### config.mk
export PLATFORM = sky130hd
export DESIGN_NAME = pipeline_controller
export DESIGN_NICKNAME = d
export VERILOG_FILES = /design/src/rtl/common_pkg.sv /design/src/rtl/load_use_detect.sv /design/src/rtl/pipeline_controller.sv
export SDC_FILE = /design/constraint.sdc
export NUM_CORES = 1
export LEC_CHECK = 0
export BUFFER_PORTS_ARGS = -buffer_cell sky130_fd_sc_hd__buf_2
export CORE_MARGIN = 5
export CORE_UTILIZATION = 41
export DETAILED_ROUTE_END_ITERATION = 8
export GPL_ROUTABILITY_DRIVEN = 0
export MAX_ROUTING_LAYER = met4
export PLACE_DENSITY = 0.82
export SYNTH_ARGS = -nofsm -noshare
export SYNTH_HDL_FRONTEND = slang
export SYNTH_SLANG_ARGS = --single-unit
### constraint.sdc
create_clock -name clk -period 1.8 [get_ports clk]
set_clock_uncertainty 0.05 [all_clocks]
set_input_delay 0.36 -clock clk [delete_from_list [all_inputs] [get_ports clk]]
set_output_delay 0.36 -clock clk [all_outputs]
set_load 0.05 [all_outputs]
### src/rtl/common_pkg.sv
// Shared pipeline types: EX-stage control bundle, controller state encoding
// and small helpers used by the hazard and stall logic.
package common_pkg;

  typedef struct packed {
    logic [4:0] write_back_id;
    logic       mem_read;
    logic       reg_write;
  } control_t;

  typedef enum logic [1:0] {
    RUN      = 2'd0,
    MULDIV   = 2'd1,
    MEM_WAIT = 2'd2
  } pipe_state_t;

  localparam logic [4:0] REG_ZERO = 5'd0;
  localparam logic [7:0] CNT8_MAX = 8'hFF;

  function automatic logic [7:0] sat_inc8(input logic [7:0] v);
    return (v == CNT8_MAX) ? v : v + 8'd1;
  endfunction

endpackage

### src/rtl/load_use_detect.sv
// Combinational load-use hazard detector: a load in EX whose destination is
// read by the instruction in ID cannot be covered by forwarding.
module load_use_detect
  import common_pkg::*;
(
  input  logic [4:0] rs_1,
  input  logic [4:0] rs_2,
  input  logic       rs_1_used,
  input  logic       rs_2_used,
  input  control_t   control_ex,
  output logic       hazard
);

  logic is_load;
  logic hit_1;
  logic hit_2;

  always_comb begin
    is_load = control_ex.mem_read && control_ex.reg_write &&
              (control_ex.write_back_id != REG_ZERO);
    hit_1   = rs_1_used && (control_ex.write_back_id == rs_1);
    hit_2   = rs_2_used && (control_ex.write_back_id == rs_2);
    hazard  = is_load && (hit_1 || hit_2);
  end

endmodule

### src/rtl/pipeline_controller.sv
// Stall/flush sequencer for the 5-stage pipeline. Optional performance
// counters (stall_cycles, flush_count) are built only with PIPE_PERF_EN.
module pipeline_controller
  import common_pkg::*;
#(
  parameter int MULDIV_CYCLES = 33,
  parameter int MEM_TIMEOUT   = 255
) (
  input  logic        clk,
  input  logic        rst,
  input  logic [4:0]  rs_1,
  input  logic [4:0]  rs_2,
  input  logic        rs_1_used,
  input  logic        rs_2_used,
  input  control_t    control_ex,
  input  logic        muldiv_ex,
  input  logic        branch_taken_ex,
  input  logic        mem_req,
  input  logic        mem_ready,
  output logic        stall_if,
  output logic        stall_id,
  output logic        stall_ex,
  output logic        stall_mem,
  output logic        bubble_ex,
  output logic        bubble_mem,
  output logic        bubble_wb,
  output logic        flush_id,
  output logic        muldiv_busy,
  output logic        mem_timeout_err,
  output logic [31:0] stall_cycles,
  output logic [31:0] flush_count
);

  localparam logic [7:0] MD_LAST   = 8'(MULDIV_CYCLES - 1);
  localparam logic [7:0] MEM_LIMIT = 8'(MEM_TIMEOUT);

  pipe_state_t state_q, state_d;
  logic [7:0]  md_cnt_q, md_cnt_d;
  logic [7:0]  mem_cnt_q, mem_cnt_d;
  logic        mem_timeout_err_q, mem_timeout_err_d;
  logic        hazard;

  load_use_detect u_load_use (
    .rs_1       (rs_1),
    .rs_2       (rs_2),
    .rs_1_used  (rs_1_used),
    .rs_2_used  (rs_2_used),
    .control_ex (control_ex),
    .hazard     (hazard)
  );

  always_comb begin
    stall_if          = 1'b0;
    stall_id          = 1'b0;
    stall_ex          = 1'b0;
    stall_mem         = 1'b0;
    bubble_ex         = 1'b0;
    bubble_mem        = 1'b0;
    bubble_wb         = 1'b0;
    flush_id          = 1'b0;
    muldiv_busy       = 1'b0;
    state_d           = state_q;
    md_cnt_d          = md_cnt_q;
    mem_cnt_d         = mem_cnt_q;
    mem_timeout_err_d = mem_timeout_err_q;

    // Reset masks every control output; the flops are cleared in always_ff.
    if (!rst) begin
      unique case (state_q)
        RUN: begin
          if (mem_req && !mem_ready) begin
            stall_if  = 1'b1;
            stall_id  = 1'b1;
            stall_ex  = 1'b1;
            stall_mem = 1'b1;
            bubble_wb = 1'b1;
            state_d   = MEM_WAIT;
            mem_cnt_d = 8'd1;
          end else if (muldiv_ex) begin
            stall_if    = 1'b1;
            stall_id    = 1'b1;
            stall_ex    = 1'b1;
            bubble_mem  = 1'b1;
            muldiv_busy = 1'b1;
            state_d     = MULDIV;
            md_cnt_d    = 8'd1;
          end else if (branch_taken_ex) begin
            flush_id  = 1'b1;
            bubble_ex = 1'b1;
          end else if (hazard) begin
            stall_if  = 1'b1;
            stall_id  = 1'b1;
            bubble_ex = 1'b1;
          end
        end

        MULDIV: begin
          muldiv_busy = 1'b1;
          if (md_cnt_q == MD_LAST) begin
            // Final cycle: the result advances, so a taken branch resolved
            // by this instruction is honoured as it would be in RUN.
            state_d  = RUN;
            md_cnt_d = 8'd0;
            if (branch_taken_ex) begin
              flush_id  = 1'b1;
              bubble_ex = 1'b1;
            end
          end else begin
            stall_if   = 1'b1;
            stall_id   = 1'b1;
            stall_ex   = 1'b1;
            bubble_mem = 1'b1;
            md_cnt_d   = md_cnt_q + 8'd1;
          end
        end

        MEM_WAIT: begin
          stall_if  = 1'b1;
          stall_id  = 1'b1;
          stall_ex  = 1'b1;
          stall_mem = 1'b1;
          bubble_wb = 1'b1;
          if (mem_ready) begin
            state_d   = RUN;
            mem_cnt_d = 8'd0;
          end else begin
            mem_cnt_d = sat_inc8(mem_cnt_q);
          end
        end

        default: begin
          state_d   = RUN;
          md_cnt_d  = 8'd0;
          mem_cnt_d = 8'd0;
        end
      endcase

      if ((state_d == MEM_WAIT) && (mem_cnt_d >= MEM_LIMIT)) begin
        mem_timeout_err_d = 1'b1;
      end
    end
  end

  always_ff @(posedge clk) begin
    if (rst) begin
      state_q           <= RUN;
      md_cnt_q          <= 8'd0;
      mem_cnt_q         <= 8'd0;
      mem_timeout_err_q <= 1'b0;
    end else begin
      state_q           <= state_d;
      md_cnt_q          <= md_cnt_d;
      mem_cnt_q         <= mem_cnt_d;
      mem_timeout_err_q <= mem_timeout_err_d;
    end
  end

  assign mem_timeout_err = mem_timeout_err_q;

`ifdef PIPE_PERF_EN
  logic [31:0] stall_cycles_q, stall_cycles_d;
  logic [31:0] flush_count_q, flush_count_d;

  always_comb begin
    stall_cycles_d = stall_cycles_q + {31'd0, stall_if};
    flush_count_d  = flush_count_q + {31'd0, flush_id};
  end

  always_ff @(posedge clk) begin
    if (rst) begin
      stall_cycles_q <= 32'd0;
      flush_count_q  <= 32'd0;
    end else begin
      stall_cycles_q <= stall_cycles_d;
      flush_count_q  <= flush_count_d;
    end
  end

  assign stall_cycles = stall_cycles_q;
  assign flush_count  = flush_count_q;
`else
  assign stall_cycles = 32'd0;
  assign flush_count  = 32'd0;
`endif

endmodule

Word-level counts from Yosys, hierarchy flattened
Index checks and enable logic that the tools add are counted.
{"block": "totals", "ff_bits": 19, "word_cells": 74}
{"block": "op_classes", "add_sub_neg": 2, "order_cmp": 1, "eq_ne": 9, "n_mux": 45, "bitwise_logic": 1, "n_reduce_logical": 12}
{"cell": "8-bit 2-to-1 mux", "count": 7}
{"cell": "8-bit one-hot mux with 3 select lines", "count": 2}
{"cell": "1-bit 2-to-1 mux", "count": 23}
{"cell": "8-bit by 1-bit adder with 8-bit output (second input constant)", "count": 2}
{"cell": "5-bit equality test", "count": 2}
{"cell": "2-bit 2-to-1 mux", "count": 5}
{"cell": "1-bit one-hot mux with 2 select lines", "count": 5}
{"cell": "8-bit by 6-bit equality test with 1-bit output (second input constant)", "count": 1}
{"cell": "8-bit equality test (second input constant)", "count": 1}
{"cell": "8-bit >= comparator (second input constant)", "count": 1}
{"cell": "1-bit logical AND", "count": 7}
{"cell": "1-bit one-hot mux with 3 select lines", "count": 2}
{"cell": "2-bit one-hot mux with 3 select lines", "count": 1}
{"cell": "5-bit nonzero test", "count": 1}
{"cell": "2-bit equality test (second input constant)", "count": 2}
{"cell": "2-bit inequality test (second input constant)", "count": 2}
{"cell": "3-bit AND reduction", "count": 1}
{"cell": "2-bit by 1-bit equality test with 1-bit output (second input constant)", "count": 1}
{"cell": "2-bit logical NOT", "count": 1}
{"cell": "1-bit logical NOT", "count": 1}
{"cell": "1-bit logical OR", "count": 1}
{"cell": "1-bit inverter", "count": 1}

Depth between registers and ports, before layout
{"block": "logic_depth", "word_depth": 10, "depth_mapped": 7}

Hierarchy
Synthesis repeated with hierarchy kept, for this count alone.
{"block": "hier_totals", "hier_cells": 231, "hier_area_um2": 1770.4}
{"mod": "pipeline_controller", "n_inst": 1, "cells_per_inst": 214, "area_each_um2": 1635.3, "seq_area_each_um2": 380.4}
{"mod": "load_use_detect", "n_inst": 1, "cells_per_inst": 17, "area_each_um2": 135.1, "seq_area_each_um2": 0.0}

Worst setup path after synthesis
No wires, ideal clock.
{"block": "synth_timing", "path_type": "register to output", "startpoint": "register md_cnt_q[0]", "endpoint": "output stall_if", "arrival_time_ns": 2.740, "required_time_ns": 1.390, "slack_ns": -1.350, "stages_incl_launch_ff": 8, "n_path_buf": 1, "path_cell_list": "dfxtp_1 -> inv_1 -> ha_1 -> nor4bb_1 -> a211o_1 -> a21oi_1 -> o21bai_1 -> buf_4"}
{"block": "synth_via", "elab_chain_len": 4}
{"element": "start: declaration", "line_no": "pipeline_controller.sv:38", "rtl": "logic [7:0] md_cnt_q, md_cnt_d;"}
{"element": "start signal: assignment", "line_no": "pipeline_controller.sv:152", "rtl": "md_cnt_q <= md_cnt_d;"}
{"element": "8-bit by 6-bit equality test with 1-bit output", "line_no": "pipeline_controller.sv:99", "rtl": "if (md_cnt_q == MD_LAST) begin"}
{"element": "1-bit 2-to-1 mux"}
{"element": "1-bit one-hot mux with 3 select lines"}
{"element": "1-bit 2-to-1 mux"}
{"element": "end: declaration", "line_no": "pipeline_controller.sv:20", "rtl": "output logic stall_if,"}
Every way passes these cells.

Final worst setup path
{"block": "layout_timing", "startpoint": "register md_cnt_q[0]", "endpoint": "output stall_if"}
{"block": "layout_via", "elab_chain_len": 4}
{"element": "8-bit by 6-bit equality test with 1-bit output", "line_no": "pipeline_controller.sv:99"}
{"element": "1-bit 2-to-1 mux", "line_no": "pipeline_controller.sv:99"}
{"element": "1-bit one-hot mux with 3 select lines", "line_no": "pipeline_controller.sv:69", "rtl": "unique case (state_q)"}
{"element": "1-bit 2-to-1 mux", "line_no": "pipeline_controller.sv:68", "rtl": "if (!rst) begin"}
Every way passes these cells.

==> flow_summary.yaml <==
status:
  status: "finished with violations"
  violations: "negative setup slack"
pwr:
  power_density_nw_per_um2: 608
  totalPowerFinal_mw: 1.39
  internal_power_mw: 0.753
  power_switching_mw: 0.640
  p_leak_nw: 1.09
  seqPwrFrac_pct: 31.5
  p_sw_share_pct: 46.0
  p_clk_share_pct: 21.2
  combPwrFrac_pct: 47.3
  ir_drop_mv: 0.397
drt:
  wl_per_cell_um: 13.1
  drt_iter0_drc: 74
  wl_met1_um: 1600
  viasPerCell: 4.76
  highest_layer: "met4"
  finalWirelength_um: 4510
  route.met2.wl_um: 2510
  drcViolationCount: 0
  ant_nets: 0
  vias: 1643
  wl_met3_um: 331
  drt_first_pass_iters: 4
worst_setup_path:
  cp.arrival_ps: 1720
  cp_slowest_stage_delay_ps: 340
  reg2reg_slack_ps: -70
  start_kind: "register"
  cp_num_buf_inv: 2
  critPathSlowestCell: "dfxtp_2"
  r2r-start: "md_cnt_q[0]"
  cp_top_family: "compound AO/OA/AOI/OAI gates"
  r2r_cells: 9
  crit_fanout: 3
  worstPathCellList: "inv_2 -> ha_4 -> nor4bb_4 -> a211o_1 -> a21oi_4 -> o21bai_4 -> buf_6"
  rr_endpoint: "md_cnt_q[3]"
  path_class: "reg -> out"
  end_kind: "primary output"
  cp_data_required_time_ps: 1390
finish:
  fillCellCount: 390
  fin_area_um2: 2290
  diodes: 0
  final-seq-area_um2: 387
  fin_nets: 322
  multiInputGateArea_um2: 1260
  fin_util_pct: 53.3
  synthToLayoutAreaGrowth_pct: 27.8
  fin_cells: 345
  drive_above_1_share_pct: 38.6
floorplanning:
  dieArea_um2: 5790
  die_w_um: 76.1
  core_um2: 4290
  row_count: 24
  start_util_pct: 41.7
  boundaryPins: 99
  die_h_um: 76.1
timing:
  fin_crit_sh_pct: 118
  fin_tns_setup_ps: -2070
  period_needed_ps: 2130
  rsz0062_at_grt: "yes"
  holdWs_ps: 340
  hold_viol_final: 0
  setup_violations: 14
  max_freq_mhz: 470
  finalMaxSlewViolations: 0
  worst_slack_ps: -327
global_routing:
  grtUsageTotal_pct: 13.6
  antenna_found_initial: 0
  grt_pass1_vias: 1600
  grt_max_degree: 13
  grt.overflow.total: 0
  grt_pass1_wl_um: 6800
logic_synthesis:
  synthTopCellsByArea: "buf_4, dfxtp_1, xor2_1, nor2_1, xnor2_1"
  synthCells: 228
  synth_commonest_cells: "buf_4, nor2_1, dfxtp_1"
  synth_edf_count: 0
  synth_ff_type: "dfxtp_1"
  async_flop_share_pct: 0
  ys_ff_latch: 19
  synth_cell_type_count: 48
  yosysSeqAreaShare_pct: 21.2
  synth_top_cell_by_area: "buf_4"
  synth_area_um2: 1790
  syn_avg_cell_area_um2: 7.86
  netlist.area_leader.share_pct: 27.7
  synth_warnings: 0
  yosysMostFrequentCell: "buf_4"
placement:
  portBuffers: 34
  dp_cells: 334
  hpwl_um: 3370
  place_ws_ps: -276
  dpl_cell_area_um2: 2020
cts:
  cts-htree-levels: 1
  numCtsBuffers: 3
  cts_tree: "done"
  path_clk_slew_ps: 70
  clockBufferDepth: 2
  clock_sinks: 19
  worst_skew_pair.late_latency_ps: 250
  cts-root-buf: "clkbuf_8"
min_path:
  hp-start: "mem_req"
  holdPathStages: 3
  hold_end: "state_q[1]"
  hold_class: "in -> reg"
run:
  drv_cap: 0
## power groups by stage
| stage | clock network [mW] | logic (mW) | registers (mW) |
|---|---|---|---|
| floorplan | 0 | 0.586 | 0.448 |
| global placement | 0 | 0.578 | 0.447 |
| detailed placement | 0 | 0.585 | 0.448 |
| CTS | 0.301 | 0.620 | 0.438 |
| global route | 0.321 | 0.693 | 0.440 |
| finish | 0.296 | 0.658 | 0.439 |
## cells by family after synthesis
family                     Yosys count  share of synthesized area, %
and+or+nand+nor                     75                          23.6
DFF                                 19                          21.2
adders and majority gates            3                          2.10
muxes                                1                         0.559
AOI/OAI and AO/OA                   35                          13.9
other                                1                         0.209
buffers and inverters               78                          30.6
xor gates and xnor gates            16                          7.82
## per-layer routing
metal	GRT usage, %	vias to the layer above
li1	-	788
met4	3.85	0
met1	14.6	777
met3	2.25	8
met5	-	-
met2	25.4	70
## sequential cells by signal, indices dropped and copies added, names as in the netlist
register and cells:
md_cnt_q 8, state_q 2, mem_cnt_q 8, mem_timeout_err 1
## timing repair
action,CTS,global route
setup endpoints to repair,9,18
resized for setup,24,25
setup buffers,2,5
pin swaps,5,10
hold buffers,0,0
## layout make-up
cell class | count | area share [%]
Timing Repair Buffer | 70 | 22.0
Clock inverter | 1 | 0.219
Sequential cell | 19 | 16.9
Clock buffer | 3 | 1.80
Tap cell | 52 | 2.84
Multi-Input combinational cell | 194 | 55.2
Inverter | 6 | 0.984
## layout by cell type (no fill, tap or decap), types with 5 or more instances in the layout
cell | synthesis | layout
conb_1 | 1 | 64
buf_6 | 1 | 5
buf_2 | 0 | 25
dfxtp_2 | 0 | 5
xor2_1 | 10 | 10
nor3_1 | 9 | 8
buf_4 | 66 | 36
nand2_1 | 7 | 7
nor2_2 | 0 | 6
nand3_1 | 7 | 6
nor2_1 | 21 | 14
xnor2_1 | 6 | 6
dfxtp_1 | 19 | 14
o21ai_0 | 7 | 5
## how the worst max path moves through the flow
stage,from,to,slack [ps],cells after the start
after floorplan,md_cnt_q[1],stall_if,-530,7
after global placement,control_ex[2],stall_id,-210,7
after detailed placement,control_ex[4],stall_if,-280,7
after CTS,md_cnt_q[0],stall_if,-320,7
after global routing,md_cnt_q[0],stall_if,-400,7
final,md_cnt_q[0],stall_if,-330,7
## worst register-to-register path, stage by stage, from the launching register on
cell and delay (ps):
dfxtp_2 340, inv_2 50, ha_4 140, nor4bb_4 140, a211o_1 320, buf_4 160, buf_4 120, buf_4 140
a21o_4 250, nor2_2 110
No activity file was read; power rests on OpenSTA's default activity.
